## config.mk

```make
export PLATFORM = sky130hd
export DESIGN_NAME = vga_layer_mixer
export DESIGN_NICKNAME = d
export VERILOG_FILES = /design/src/rtl/vga_layer_mixer.sv
export SDC_FILE = /design/constraint.sdc
export NUM_CORES = 1
export LEC_CHECK = 0
export ABC_CLOCK_PERIOD_IN_PS = 3600
export BUFFER_PORTS_ARGS = -buffer_cell sky130_fd_sc_hd__buf_2
export CAP_MARGIN = 20
export CORE_UTILIZATION = 40
export CTS_CLUSTER_SIZE = 10
export DETAILED_ROUTE_END_ITERATION = 16
export PLACE_DENSITY = 0.73
export SLEW_MARGIN = 20
export SYNTH_ARGS = -nofsm -noshare
export SYNTH_HDL_FRONTEND = slang
export SYNTH_SLANG_ARGS = --single-unit
```

## constraint.sdc

```tcl
create_clock -name clk -period 3.6 [get_ports clk]
set_input_delay 0.36 -clock clk [delete_from_list [all_inputs] [get_ports clk]]
set_output_delay 0.36 -clock clk [all_outputs]
set_load 0.02 [all_outputs]
```

## src/rtl/vga_layer_mixer.sv

```systemverilog
// Two-stage pixel compositor: background select, sprite priority, blanking.
// Optional fade-to-black on background switch: define VGA_MIXER_FADE_EN.
module vga_layer_mixer #(
   parameter  int CW          = 2,
   parameter  int NUM_BG      = 4,
   parameter  int NUM_LAYERS  = 2,
   parameter  int FC_W        = 10,
   parameter  int FADE_FRAMES = 4,
   parameter  bit SYNC_ACTIVE = 1'b0,
   localparam int SW          = (NUM_BG > 1) ? $clog2(NUM_BG) : 1
) (
   input  logic                       clk,
   input  logic                       rst_n,
   input  logic                       hsync_in,
   input  logic                       vsync_in,
   input  logic                       video_active,
   input  logic [SW-1:0]              bg_sel,
   input  logic [NUM_BG*3*CW-1:0]     bg_rgb,
   input  logic [NUM_LAYERS*3*CW-1:0] layer_rgb,
   input  logic [NUM_LAYERS-1:0]      layer_hit,
   input  logic [NUM_LAYERS-1:0]      layer_en,
   output logic [CW-1:0]              R,
   output logic [CW-1:0]              G,
   output logic [CW-1:0]              B,
   output logic                       hsync_out,
   output logic                       vsync_out,
   output logic [FC_W-1:0]            frame_cnt,
   output logic [SW-1:0]              active_bg,
   output logic                       busy
);

   localparam int PW = 3 * CW;
   localparam int LW = $clog2(CW + 1);

   logic          s1_hs;
   logic          s1_vs;
   logic          s1_va;
   logic [PW-1:0] s1_rgb;
   logic [PW-1:0] mix_rgb;
   logic [SW-1:0] bg_idx;
   logic [LW-1:0] fade_lvl;
   logic          frame_tick;

   // Boundary: stage-1 vsync just became active, stage-2 copy not yet.
   assign frame_tick = (s1_vs == SYNC_ACTIVE) && (vsync_out != SYNC_ACTIVE);

   // Resolve requested background; out-of-range indices fall back to 0.
   always_comb begin
      bg_idx = '0;
      for (int i = 0; i < NUM_BG; i++) begin
         if (bg_sel == SW'(i)) begin
            bg_idx = bg_sel;
         end
      end
   end

   // Pick the active background, then let the lowest-index sprite win.
   always_comb begin
      mix_rgb = '0;
      for (int i = 0; i < NUM_BG; i++) begin
         if (active_bg == SW'(i)) begin
            mix_rgb = bg_rgb[i*PW +: PW];
         end
      end
      for (int i = NUM_LAYERS - 1; i >= 0; i--) begin
         if (layer_hit[i] && layer_en[i]) begin
            mix_rgb = layer_rgb[i*PW +: PW];
         end
      end
   end

   // Stage 1: register composited colour alongside syncs and qualifier.
   always_ff @(posedge clk or negedge rst_n) begin
      if (!rst_n) begin
         s1_hs  <= ~SYNC_ACTIVE;
         s1_vs  <= ~SYNC_ACTIVE;
         s1_va  <= 1'b0;
         s1_rgb <= '0;
      end else begin
         s1_hs  <= hsync_in;
         s1_vs  <= vsync_in;
         s1_va  <= video_active;
         s1_rgb <= mix_rgb;
      end
   end

   // Stage 2: blank outside active video and apply the fade shift.
   always_ff @(posedge clk or negedge rst_n) begin
      if (!rst_n) begin
         hsync_out <= ~SYNC_ACTIVE;
         vsync_out <= ~SYNC_ACTIVE;
         R         <= '0;
         G         <= '0;
         B         <= '0;
      end else begin
         hsync_out <= s1_hs;
         vsync_out <= s1_vs;
         if (s1_va) begin
            R <= s1_rgb[2*CW +: CW] >> fade_lvl;
            G <= s1_rgb[CW +: CW] >> fade_lvl;
            B <= s1_rgb[0 +: CW] >> fade_lvl;
         end else begin
            R <= '0;
            G <= '0;
            B <= '0;
         end
      end
   end

   // Frame counter advances once per frame boundary and wraps naturally.
   always_ff @(posedge clk or negedge rst_n) begin
      if (!rst_n) begin
         frame_cnt <= '0;
      end else if (frame_tick) begin
         frame_cnt <= frame_cnt + FC_W'(1);
      end
   end

`ifdef VGA_MIXER_FADE_EN

   localparam int FW = $clog2(FADE_FRAMES + 1);

   typedef enum logic [1:0] {
      IDLE,
      FADE_OUT,
      SWAP,
      FADE_IN
   } fade_state_t;

   fade_state_t   state;
   logic [FW-1:0] step_cnt;
   logic          step_done;

   assign step_done = (step_cnt == FW'(FADE_FRAMES - 1));

   // Frame-paced fade: dim out, swap background, brighten back in.
   always_ff @(posedge clk or negedge rst_n) begin
      if (!rst_n) begin
         state     <= IDLE;
         step_cnt  <= '0;
         fade_lvl  <= '0;
         active_bg <= '0;
         busy      <= 1'b0;
      end else if (frame_tick) begin
         unique case (state)
            IDLE: begin
               if (bg_idx != active_bg) begin
                  state    <= FADE_OUT;
                  step_cnt <= '0;
                  fade_lvl <= '0;
                  busy     <= 1'b1;
               end
            end
            FADE_OUT: begin
               if (step_done) begin
                  step_cnt <= '0;
                  fade_lvl <= fade_lvl + LW'(1);
                  if (fade_lvl == LW'(CW - 1)) begin
                     state <= SWAP;
                  end
               end else begin
                  step_cnt <= step_cnt + FW'(1);
               end
            end
            SWAP: begin
               active_bg <= bg_idx;
               step_cnt  <= '0;
               state     <= FADE_IN;
            end
            FADE_IN: begin
               if (step_done) begin
                  step_cnt <= '0;
                  fade_lvl <= fade_lvl - LW'(1);
                  if (fade_lvl == LW'(1)) begin
                     state <= IDLE;
                     busy  <= 1'b0;
                  end
               end else begin
                  step_cnt <= step_cnt + FW'(1);
               end
            end
            default: begin
               state <= IDLE;
               busy  <= 1'b0;
            end
         endcase
      end
   end

`else

   assign fade_lvl = '0;
   assign busy     = 1'b0;

   // Without fade the background switches directly at the boundary.
   always_ff @(posedge clk or negedge rst_n) begin
      if (!rst_n) begin
         active_bg <= '0;
      end else if (frame_tick) begin
         active_bg <= bg_idx;
      end
   end

`endif

endmodule
```

# After elaboration in Yosys (flattened, before gate mapping)
# Cells that the tools add are included.
[totals]
out_inout_bits = 21
ff_bits = 29
elab_cells = 37
[classes]
n_bitwise = 1
n_reduce_logical = 5
addsub = 1
n_eq_ne = 6
mux = 13
[ops]
columns = ["operator", "count"]
rows = [
  ["$mux W6", 6],
  ["$mux W2", 7],
  ["$add A10 B1 Y10 const B", 1],
  ["$eq A2 B2 Y1 const B", 4],
  ["$eq A2 B1 Y1 const B", 2],
  ["$logic_not A2 Y1", 2],
  ["$logic_and A1 B1 Y1", 3],
  ["$not A1 Y1", 1],
]

# Logic depth before layout (Yosys ltp)
# Gate-level depths: netlist (run 1).
[depth]
depth_word = 7
depth_mapped = 5

# Worst setup path after synthesis (run 1)
# OpenSTA, ideal clock, no wires.
[synth_timing]
path_type = "flip-flop to flip-flop"
startpoint = "register vsync_out"
endpoint = "register frame_cnt[9]"
required_time_ps = 3472
t_arrival_ps = 1323
synth_period_minus_slack_ps = 1451
slack_ps = 2149
path_stages_with_launch = 6
path_buffers = 1
cell_sequence = "dfstp_2 > nor2b_4 > buf_6 > and4_4 > nand4_2 > xnor2_1"
[synth_between]
elab_chain_cells = 1
[synth_lines]
columns = ["item", "line_no", "rtl"]
rows = [
  ["start, declared", "26", "output logic vsync_out,"],
  ["start signal, assigned", "91", "vsync_out <= ~SYNC_ACTIVE;"],
  ["start signal, assigned", "97", "vsync_out <= s1_vs;"],
  ["$logic_and A1 B1 Y1", "45", "assign frame_tick = (s1_vs == SYNC_ACTIVE) && (vsync_out != SYNC_ACTIVE);"],
  ["end signal, assigned", "115", "frame_cnt <= frame_cnt + FC_W'(1);"],
  ["end, declared", "27", "output logic [FC_W-1:0] frame_cnt,"],
]
# No other way between the ends.
# A chain may end at the register's enable or synchronous reset.

# Final worst setup path (run 1)
[layout_timing]
startpoint = "register active_bg[0]"
endpoint = "output active_bg[0]"
[layout_lines]
columns = ["item", "line_no", "rtl"]
rows = [
  ["start, declared", "28", "output logic [SW-1:0] active_bg,"],
  ["start signal, assigned", "200", "active_bg <= bg_idx;"],
]
# No word-level cell between the ends.

==> results of run 1 <==
[path summary, 6_finish.rpt]
kind | from | endpoint | cells past startpoint
max in group asynchronous | rst_n | frame_cnt[1] | 1
worst max-delay path | active_bg[0] | active_bg[0] | 1
worst max register to register | active_bg[0] | s1_rgb[2] | 3
worst min-delay path | rst_n | R[1] | 1
min in group clk | hsync_in | s1_hs | 1
worst min register to register | s1_hs | hsync_out | 0
[power groups by stage]
stage | sequential, mW | clock, mW | combinational, mW
global route | 0.442 | 0.294 | 0.242
detailed placement | 0.441 | 0 | 0.224
CTS | 0.435 | 0.279 | 0.225
global placement | 0.438 | 0 | 0.221
finish | 0.433 | 0.271 | 0.221
floorplan | 0.478 | 0 | 0.102
[state kept, by name, indices dropped and copies added, names as in the netlist]
name and count:
G 2, s1_rgb 6, s1_vs 1, vsync_out 1, R 2, frame_cnt 10
hsync_out 1, B 2, s1_hs 1, s1_va 1, active_bg 2
[Yosys cell counts]
library cell  instances  area share [%]
dfrtp_1              25              49
nand2_1              17             5.0
and2_1                7             3.4
xnor2_1               7             4.8
a31oi_1               6             2.9
mux4_2                6              11
nor2_1                6             1.8
dfstp_2               4             8.2
mux2_2                3             2.6
buf_6                 2             1.8
nand3_1               2            0.79
xor2_1                2             1.4
and3_2                1            0.59
and4_1                1            0.69
and4_4                1            0.88
buf_1                 1            0.29
buf_4                 1            0.59
clkbuf_1              1            0.29
clkbuf_2              1            0.39
conb_1                1            0.29
ha_1                  1            0.98
nand4_1               1            0.49
nand4_2               1            0.98
nor2b_4               1             1.1
[logic make-up after synthesis]
group                    after synthesis  synth area share [%]
other                                  1                 0.294
flip-flops                            29                  57.3
AO/OA/AOI/OAI                          6                  2.94
multiplexers                           9                  13.2
AND/OR/NAND/NOR                       38                  15.7
adder cells (fa/ha/maj)                1                 0.981
XOR/XNOR                               9                  6.18
buffers and inverters                  6                  3.34
[per-stage QoR]
step                std cells  total power, mW  hold slack, ps  worst slack (ps)  area [um2]
floorplan                  99            0.580            64.4              2150        1270
global placement          203            0.659             349              2200        1620
detailed placement        203            0.666             351              2160        1620
CTS                       211            0.940            54.8              2050        1700
global route              211            0.978            76.4              1970        1700
finish                    211            0.926            36.4              2090        1700
[cell type report]
class	count	area (um2)	share of cell area (%)
Clock buffer	7	55.1	3.23
Clock inverter	1	30.0	1.76
Multi-Input combinational cell	64	502	29.5
Sequential cell	29	731	42.9
Tap cell	44	55.1	3.23
Timing Repair Buffer	66	330	19.4
[routing by layer]
metal	global-route usage (%)	wire length [um]	vias to the layer above
met3	6.15	207	5
met1	18.1	856	454
met5	0	0	-
met2	25.5	1210	46
met4	7.14	53	0
li1	-	-	469
==> results.txt, run 1 <==
Status: completed
Critical Path Max Stage Delay: 590 ps
Placement Rows: 20
Post-Synthesis Mean Instance Area: 12.9 um2
Number of vias in the routed layout: 974
Clock tree buffer depth: 2
Iteration-0 DRC count of the detailed router: 13
Clock tree from TritonCTS: built
Power density over the cells: 544 mW/mm2
Register area share after synthesis: 57.3%
Post-CTS setup-driven buffer insertion count: 0
Clock Sinks: 29
Quantity of hold-fixing buffers added after cts: 0
Fin. max-slew vios: 0
Total Nets Final: 214
Number of max-cap violations: 0
Netlist Area Pre-Place: 0.00127 mm2
R2r setup slk: 2160 ps
Clock buffer count from CTS: 5
Most common cell after layout, fill and taps aside: buf_2
Routability congestion estimate from global placement: 0.792
Setup repair after global routing missed its margin: no
Die X: 58.5 um
Final core utilization: 56.2%
Die Outline Area: 0.00342 mm2
Transition time at the pin with the least slew margin: 605 ps
Required time worst endpoint: 3240 ps
Post-Synthesis Net Count: 147
Setup total negative slack: 0 ps
Initial Utilization: 42.1%
Number of ports placed on the die boundary: 68
Vias per cell: 4.62
Netlist cell types: 24
Crit share post-route: 42.0%
Depth of the CTS H-tree: 2
Detail-routed net length per standard cell: 11.0 um
Share of total power in the clock network: 29.3%
Antenna diode count: 0
Startpoint class of the critical path: flop
P_sw: 0.272 mW
Global-route wire length before repair: 3.86 mm
Max IR drop VDD: 309 uV
DPL Wire Length: 1.87 mm
Largest net degree at the start of global routing: 30
Largest fanout on the critical path: 8
First-pass detailed-route iteration total: 3
Cell type of the slowest stage on the worst timing path: dfrtp_1
Sw Share: 29.4%
Internal portion of total power: 0.654 mW
Die outline height: 58.5 um
Filler Cell Count: 274
Max Fclk: 661 MHz
Shortest clock period the worst path allows after layout: 1510 ps
Count of final hold-check violations: 0
Initial antenna violation count: 0
Fraction of power consumed by combinational cells: 23.9%
Worst-path cell chain: buf_2
Remaining global-route overflow: 0
Clock Pin Slew Worst Setup and Hold Paths: 90 ps
Hold/Removal Path Class: input port to asynchronous set/reset pin
Clock insertion delay at the later pin of the skew report: 320 ps
Critical path data arrival time: 1150 ps
Count of unresolved DRC violations after routing: 0
Leakage power figure: 0.864 nW
Layout overhead on the synthesized area: 33.6%
Sequential Power Share: 46.8%
Number of buffer cells added on primary ports: 66
Most frequent cells in the layout: buf_2 (66), dfrtp_1 (25), nand2_1 (17)
CP delay by family, top: flip-flops
Layout cell share with drive strength beyond 1: 53.9%
Max-slew headroom at the worst pin: 59.7%
Total length of routed wires: 2.33 mm
Kind of critical path: flop to output port
#FFs+latches synth: 29
Core region area: 0.00303 mm2
Gate count of the mapped netlist: 99
Total global routing track utilization: 15.6%
Via count of the first global-routing pass: 915
Sum of buffers and inverters on the critical path: 1
Nature of the critical path endpoint: output port
Max Clock Skew: 5.73 ps
Final setup violating endpoints: 0
CTS Root Cell: clkbuf_4
Yosys warning count: 0
PostCTS Resize Cnt: 0
Number of nets still failing antenna checks after routing: 0
Power figures use the tool's default switching activity.
==> inputs of run 2 (changes only) <==
- ABC_AREA: not set -> 1
- ABC_CLOCK_PERIOD_IN_PS: 3600 -> 1300
- PLACE_DENSITY: 0.73 -> 0.74
- clock period: 3.6 -> 1.3 ns (I/O delays scaled with it)
==> run 2 against run 1 <==
Effect of this change: routed wire length up 15%; synthesized area up 10%; combinational power rose to 3.2 times the previous value; cell count up 43%; critical path type is now flop to flop; largest cell class unchanged.
==> results.txt, run 2 <==
Vias per cell: 4.23
Iteration-0 DRC count of the detailed router: 42
Layout overhead on the synthesized area: 32.9%
Hold/Removal Path Class: input port to flop
Total area of sequential cells: 732 um2
Status: completed
Remaining global-route overflow: 0
Number of nets still failing antenna checks after routing: 0
Area fraction of the dominant cell type after synthesis: 44.4%
Yosys warning count: 0
Setup total negative slack: 0 ps
Area contributors post-synth: dfrtp_1 (44%), nand2_1 (19%), dfstp_2 (7.5%)
Initial Utilization: 41.9%
Clock Pin Slew Worst Setup and Hold Paths: 80 ps
Initial antenna violation count: 0
#FFs+latches synth: 29
Clock Sinks: 29
Most frequent cells in the layout: nand2_1 (70), buf_2 (66), dfrtp_1 (24)
Leading registers by flop count: frame_cnt (10), s1_rgb (6)
Antenna diode count: 0
Number of max-cap violations: 0
Max-slew headroom at the worst pin: 60.6%
Nature of the critical path endpoint: flop
Layout cell share with drive strength beyond 1: 33.3%
Area used by multi-input combinational logic: 567 um2
Kind of critical path: flop to flop
Shortest clock period the worst path allows after layout: 1200 ps
Global-route wire length before repair: 4.31 mm
Post-synthesis cell type with the largest combined area: dfrtp_1
Via count of the first global-routing pass: 1052
Fraction of synthesis flops using an asynchronous set or reset pin: 100%
Sum of buffers and inverters on the critical path: 1
Register area share after synthesis: 51.9%
Leakage power figure: 1.09 nW
Largest fanout on the critical path: 5
Netlist cell types: 22
Post-Synthesis Net Count: 227
Total Nets Final: 302
CTS Root Cell: clkbuf_4
Most common cell after layout, fill and taps aside: nand2_1
Count of final hold-check violations: 0
Number of buffer cells added on primary ports: 66
Commonest cells in the netlist: nand2_1 (71), dfrtp_1 (25), inv_1 (19), nor2_1 (19), nand3_1 (10)
Clock buffer count from CTS: 5
Placement Rows: 21
Most flop-heavy register: frame_cnt
Total length of routed wires: 2.67 mm
Number of flip-flops in the largest register: 10
CP delay by family, top: flip-flops
Leading cell type by number of instances after synthesis: nand2_1
Number of vias in the routed layout: 1272
Power density over the cells: 1270 mW/mm2
Cell type of the slowest stage on the worst timing path: dfstp_2
Max Fclk: 836 MHz
Clock tree buffer depth: 2
Overall power after layout: 2.37 mW
First-pass detailed-route iteration total: 4
DPL Wire Length: 2.14 mm
Netlist Area Pre-Place: 0.00141 mm2
Filler Cell Count: 347
Critical Path Max Stage Delay: 550 ps
Worst-path cell chain: nand2_2 > nor2_2 > nand2_1 > nor2_1 > nand2_1 > nand2_1 > inv_1
Die outline height: 61.3 um
Depth of the CTS H-tree: 2
Max IR drop VDD: 442 uV
Critical path's most frequent cell: nand2_1
Main flop type after synthesis: dfrtp_1
Core region area: 0.00336 mm2
Die X: 61.3 um
Critical path data arrival time: 1420 ps
Required time worst endpoint: 1520 ps
Final setup violating endpoints: 0
Transition time at the pin with the least slew margin: 591 ps
Routability congestion estimate from global placement: 0.805
Startpoint class of the critical path: flop
Max Clock Skew: 4.76 ps
Total global routing track utilization: 16.2%
Clock insertion delay at the later pin of the skew report: 310 ps
Number of flops mapped to enable cells by yosys: 0
Fin. max-slew vios: 0
Crit share post-route: 92.0%
Post-Synthesis Mean Instance Area: 7.86 um2
Clock tree from TritonCTS: built
Count of unresolved DRC violations after routing: 0
Setup repair after global routing missed its margin: no
Detail-routed net length per standard cell: 8.88 um
Largest net degree at the start of global routing: 30
Number of ports placed on the die boundary: 68
Gate count of the mapped netlist: 179
Die Outline Area: 0.00376 mm2
[run 2: cell types whose count changed after synthesis, moves of 2 or more]
cell / change
nand4_1: +2
o21ai_1: +4
inv_1: +19
mux2_2: -3
o21ai_0: +5
and2_1: -7
nand3_1: +8
nor2_1: +13
a31oi_1: -6
nand2_1: +54
or2_0: +2
xnor2_1: -4
mux4_2: -6
[run 2: metrics by stage]
step	cells	util [%]	hold WS [ps]	cell area, um2	setup WS, ps
2_1_floorplan	179	-	-166	1410	25.0
3_3_place_gp	288	52.4	169	1760	81.0
3_5_place_dp	288	52.4	172	1760	34.5
4_1_cts	301	55.4	0.0920	1860	20.2
5_1_grt	301	55.6	9.89	1870	9.03
6_report	301	55.6	17.4	1870	104
[run 2: kinds of logic (layout without fill, tap and decap cells)]
group | Yosys count | in the layout | synth area share [%]
AND/OR/NAND/NOR | 109 | 109 | 31.8
adder cells (fa/ha/maj) | 1 | 1 | 0.889
flip-flops | 29 | 29 | 51.9
XOR/XNOR | 6 | 6 | 3.73
buffers and inverters | 24 | 100 | 8.18
AO/OA/AOI/OAI | 9 | 9 | 3.20
other | 1 | 1 | 0.266
[run 2: worst paths after layout]
kind / startpoint / end / slack [ps] / cells after the start
max: vsync_out / frame_cnt[8] / 100 / 7
min: layer_rgb[5] / s1_rgb[5] / 20 / 3
max reg2reg: vsync_out / frame_cnt[8] / 100 / 7
min reg2reg: s1_hs / hsync_out / 360 / 0
max in group asynchronous: rst_n / active_bg[1] / 540 / 2
min in group asynchronous: rst_n / frame_cnt[8] / 340 / 2
[run 2: area by class of cell]
class                      instances  share of cell area, %
clock buffer                       6                   2.21
inverter                          20                   4.01
multi-input combinational        126                   30.3
sequential                        29                   39.1
timing repair buffer              72                   20.7
tap                               46                   3.08
clock inverter                     2                  0.535
[run 2: power by group]
group          internal, mW  leakage (nW)  switching [mW]
logic                 0.290         0.698           0.424
registers              1.05         0.358           0.122
clock network         0.205        0.0320           0.279
[run 2: metal layers]
| metal | vias up | global-route usage (%) | wire (um) |
|---|---|---|---|
| met4 | 0 | 6.82 | 49 |
| met2 | 55 | 25.0 | 1190 |
| met3 | 6 | 5.67 | 197 |
| met5 | - | 0 | 0 |
| met1 | 517 | 20.6 | 1240 |
| li1 | 694 | - | - |
[run 2: repair_timing]
action / CTS / global route
setup buffers: 0 / 0
hold endpoints to repair: 29 / 0
setup endpoints to repair: 0 / 7
gates resized for setup: 0 / 3
hold buffers: 5 / 0
[run 2: worst reg2reg max path: cells and delay by family (launching register included)]
family | cells | cell delay (ps)
simple gates | 6 | 520
flops | 1 | 550
buf+inv | 1 | 30
==> inputs of run 3 (changes only) <==
- CORE_UTILIZATION: 40 -> 41
- PLACE_DENSITY: 0.74 -> 0.86
==> run 3 against run 2 <==
Effect of this change: global-route usage increased by 2.7 points; non-clock buffer count fell by 1; worst setup slack got worse by 49 ps; first-iteration DRC count fell by 21%; combinational power increased by 1%; via count grew 3.0%; largest power group unchanged; highest routed layer unchanged.
==> results.txt, run 3 (synthesized netlist as in run 2, its figures left out) <==
Antenna diode count: 0
Max-slew headroom at the worst pin: 59.1%
Initial Utilization: 44.6%
Clock tree buffer depth: 2
Dpl cells: 285
Number of flip-flops in the largest register: 10
Max Fclk: 803 MHz
DPL Wire Length: 2.27 mm
Die outline height: 60.6 um
Number of ports placed on the die boundary: 68
Count of unresolved DRC violations after routing: 0
Global Route met1 Usage: 21.4%
Source of the worst register-to-register timing path: vsync_out
Setup total negative slack: 0 ps
Total length of routed wires: 2.99 mm
Hold/Removal Path Class: input port to flop
Most flop-heavy register: frame_cnt
Launch point of the worst hold path: layer_rgb[5]
Count of non-filler cells in the finished layout: 298
Leading registers by flop count: frame_cnt (10), s1_rgb (6)
Share of total power in the clock network: 24.3%
Depth of the CTS H-tree: 2
Number of vias in the routed layout: 1310
Most frequent cells in the layout: nand2_1 (69), buf_2 (66), dfrtp_1 (24)
Clock Sinks: 29
Internal portion of total power: 1.65 mW
Clock insertion delay at the later pin of the skew report: 320 ps
Transition time at the pin with the least slew margin: 613 ps
Core region area: 0.00315 mm2
Global-route wire length before repair: 5.02 mm
Largest net degree at the start of global routing: 30
Detail-routed net length per standard cell: 10.0 um
Max Clock Skew: 8.29 ps
Fraction of power consumed by combinational cells: 28.7%
Most common cell after layout, fill and taps aside: nand2_1
Shortest clock period the worst path allows after layout: 1240 ps
Number of max-cap violations: 0
Power density over the cells: 1340 mW/mm2
Final core utilization: 59.7%
Placement Rows: 20
Layout cell share with drive strength beyond 1: 34.6%
Clock tree from TritonCTS: built
Remaining global-route overflow: 0
Die X: 60.6 um
Area used by multi-input combinational logic: 572 um2
Initial antenna violation count: 0
Status: completed
Final-layout worst hold slack: 10.6 ps
Clock Pin Slew Worst Setup and Hold Paths: 90 ps
Vias per cell: 4.40
Overall power after layout: 2.51 mW
Largest fanout on the critical path: 5
Sequential Power Share: 47.0%
Clock buffer count from CTS: 5
First-pass detailed-route iteration total: 4
CTS Root Cell: clkbuf_4
Number of buffer cells added on primary ports: 66
Total global routing track utilization: 18.9%
Required time worst endpoint: 1520 ps
Sw Share: 34.2%
Final setup violating endpoints: 0
Met2 Resource Use GR: 34.4%
P_sw: 0.860 mW
Total area of sequential cells: 732 um2
Setup repair after global routing missed its margin: yes
Most congested layer reported by global routing: met2
Met3 Resource Use GR: 3.84%
Leakage power figure: 1.09 nW
Nature of the critical path endpoint: flop
Number of nets still failing antenna checks after routing: 0
Iteration-0 DRC count of the detailed router: 33
Worst Setup SP: vsync_out
Startpoint class of the critical path: flop
Die Outline Area: 0.00367 mm2
Kind of critical path: flop to flop
Critical path data arrival time: 1470 ps
Max IR drop VDD: 473 uV
Total Nets Final: 301
Fin. max-slew vios: 0
Routability congestion estimate from global placement: 0.820
Layout overhead on the synthesized area: 33.7%
Crit share post-route: 95.8%
Filler Cell Count: 311
Via count of the first global-routing pass: 1257
Count of final hold-check violations: 0
[run 3: path summary, 6_finish.rpt]
path                                 to  slack, ps  cells after the start
min in group asynchronous     s1_rgb[5]        370                      2
setup / recovery           frame_cnt[8]         60                      7
max in group asynchronous  active_bg[1]        490                      2
hold / removal                s1_rgb[5]         10                      3
setup reg to reg           frame_cnt[8]         60                      7
hold reg to reg               hsync_out        360                      0
[run 3: critical path, cell delays in order, from the launching register on]
cell and delay [ps]:
dfstp_2 570, nand2_2 100, nor2_2 160, nand2_2 80, nor2_1 90, nand2_1 50
nand2_1 60, inv_1 40
[run 3: per-layer routing]
metal	vias up	share of wire, %
met5	-	0
met4	0	1.5
met3	4	5.1
met2	49	51
met1	568	42
li1	689	-
[run 3: per-stage QoR]
step | setup WS (ps) | area (um2)
2_1_floorplan | 25.0 | 1410
3_3_place_gp | 87.3 | 1750
3_5_place_dp | 5.45 | 1750
4_1_cts | 19.2 | 1870
5_1_grt | -5.19 | 1880
6_report | 55.2 | 1880
[run 3: area by class of cell]
type                       instances  area share, %
clock buffer                       7           3.46
clock inverter                     1          0.266
inverter                          20           3.99
multi-input combinational        126           30.4
sequential                        29           38.9
tap                               44           2.93
timing repair buffer              71           20.1
[run 3: repair_timing]
| action | CTS | global route |
|---|---|---|
| hold endpoints to repair | 28 | 0 |
| hold buffers | 4 | 0 |
| resized for setup | 1 | 4 |
| buffers inserted | 0 | 1 |
| endpoints found under the setup margin | 1 | 7 |
| pin swaps | 0 | 2 |
[run 3: power by group through the flow]
stage	clock network, mW	registers [mW]	logic (mW)
after global routing	0.668	1.21	0.821
after detailed placement	0	1.19	0.686
after global placement	0	1.19	0.672
final	0.610	1.18	0.722
after floorplan	0	1.31	0.309
after CTS	0.626	1.18	0.706
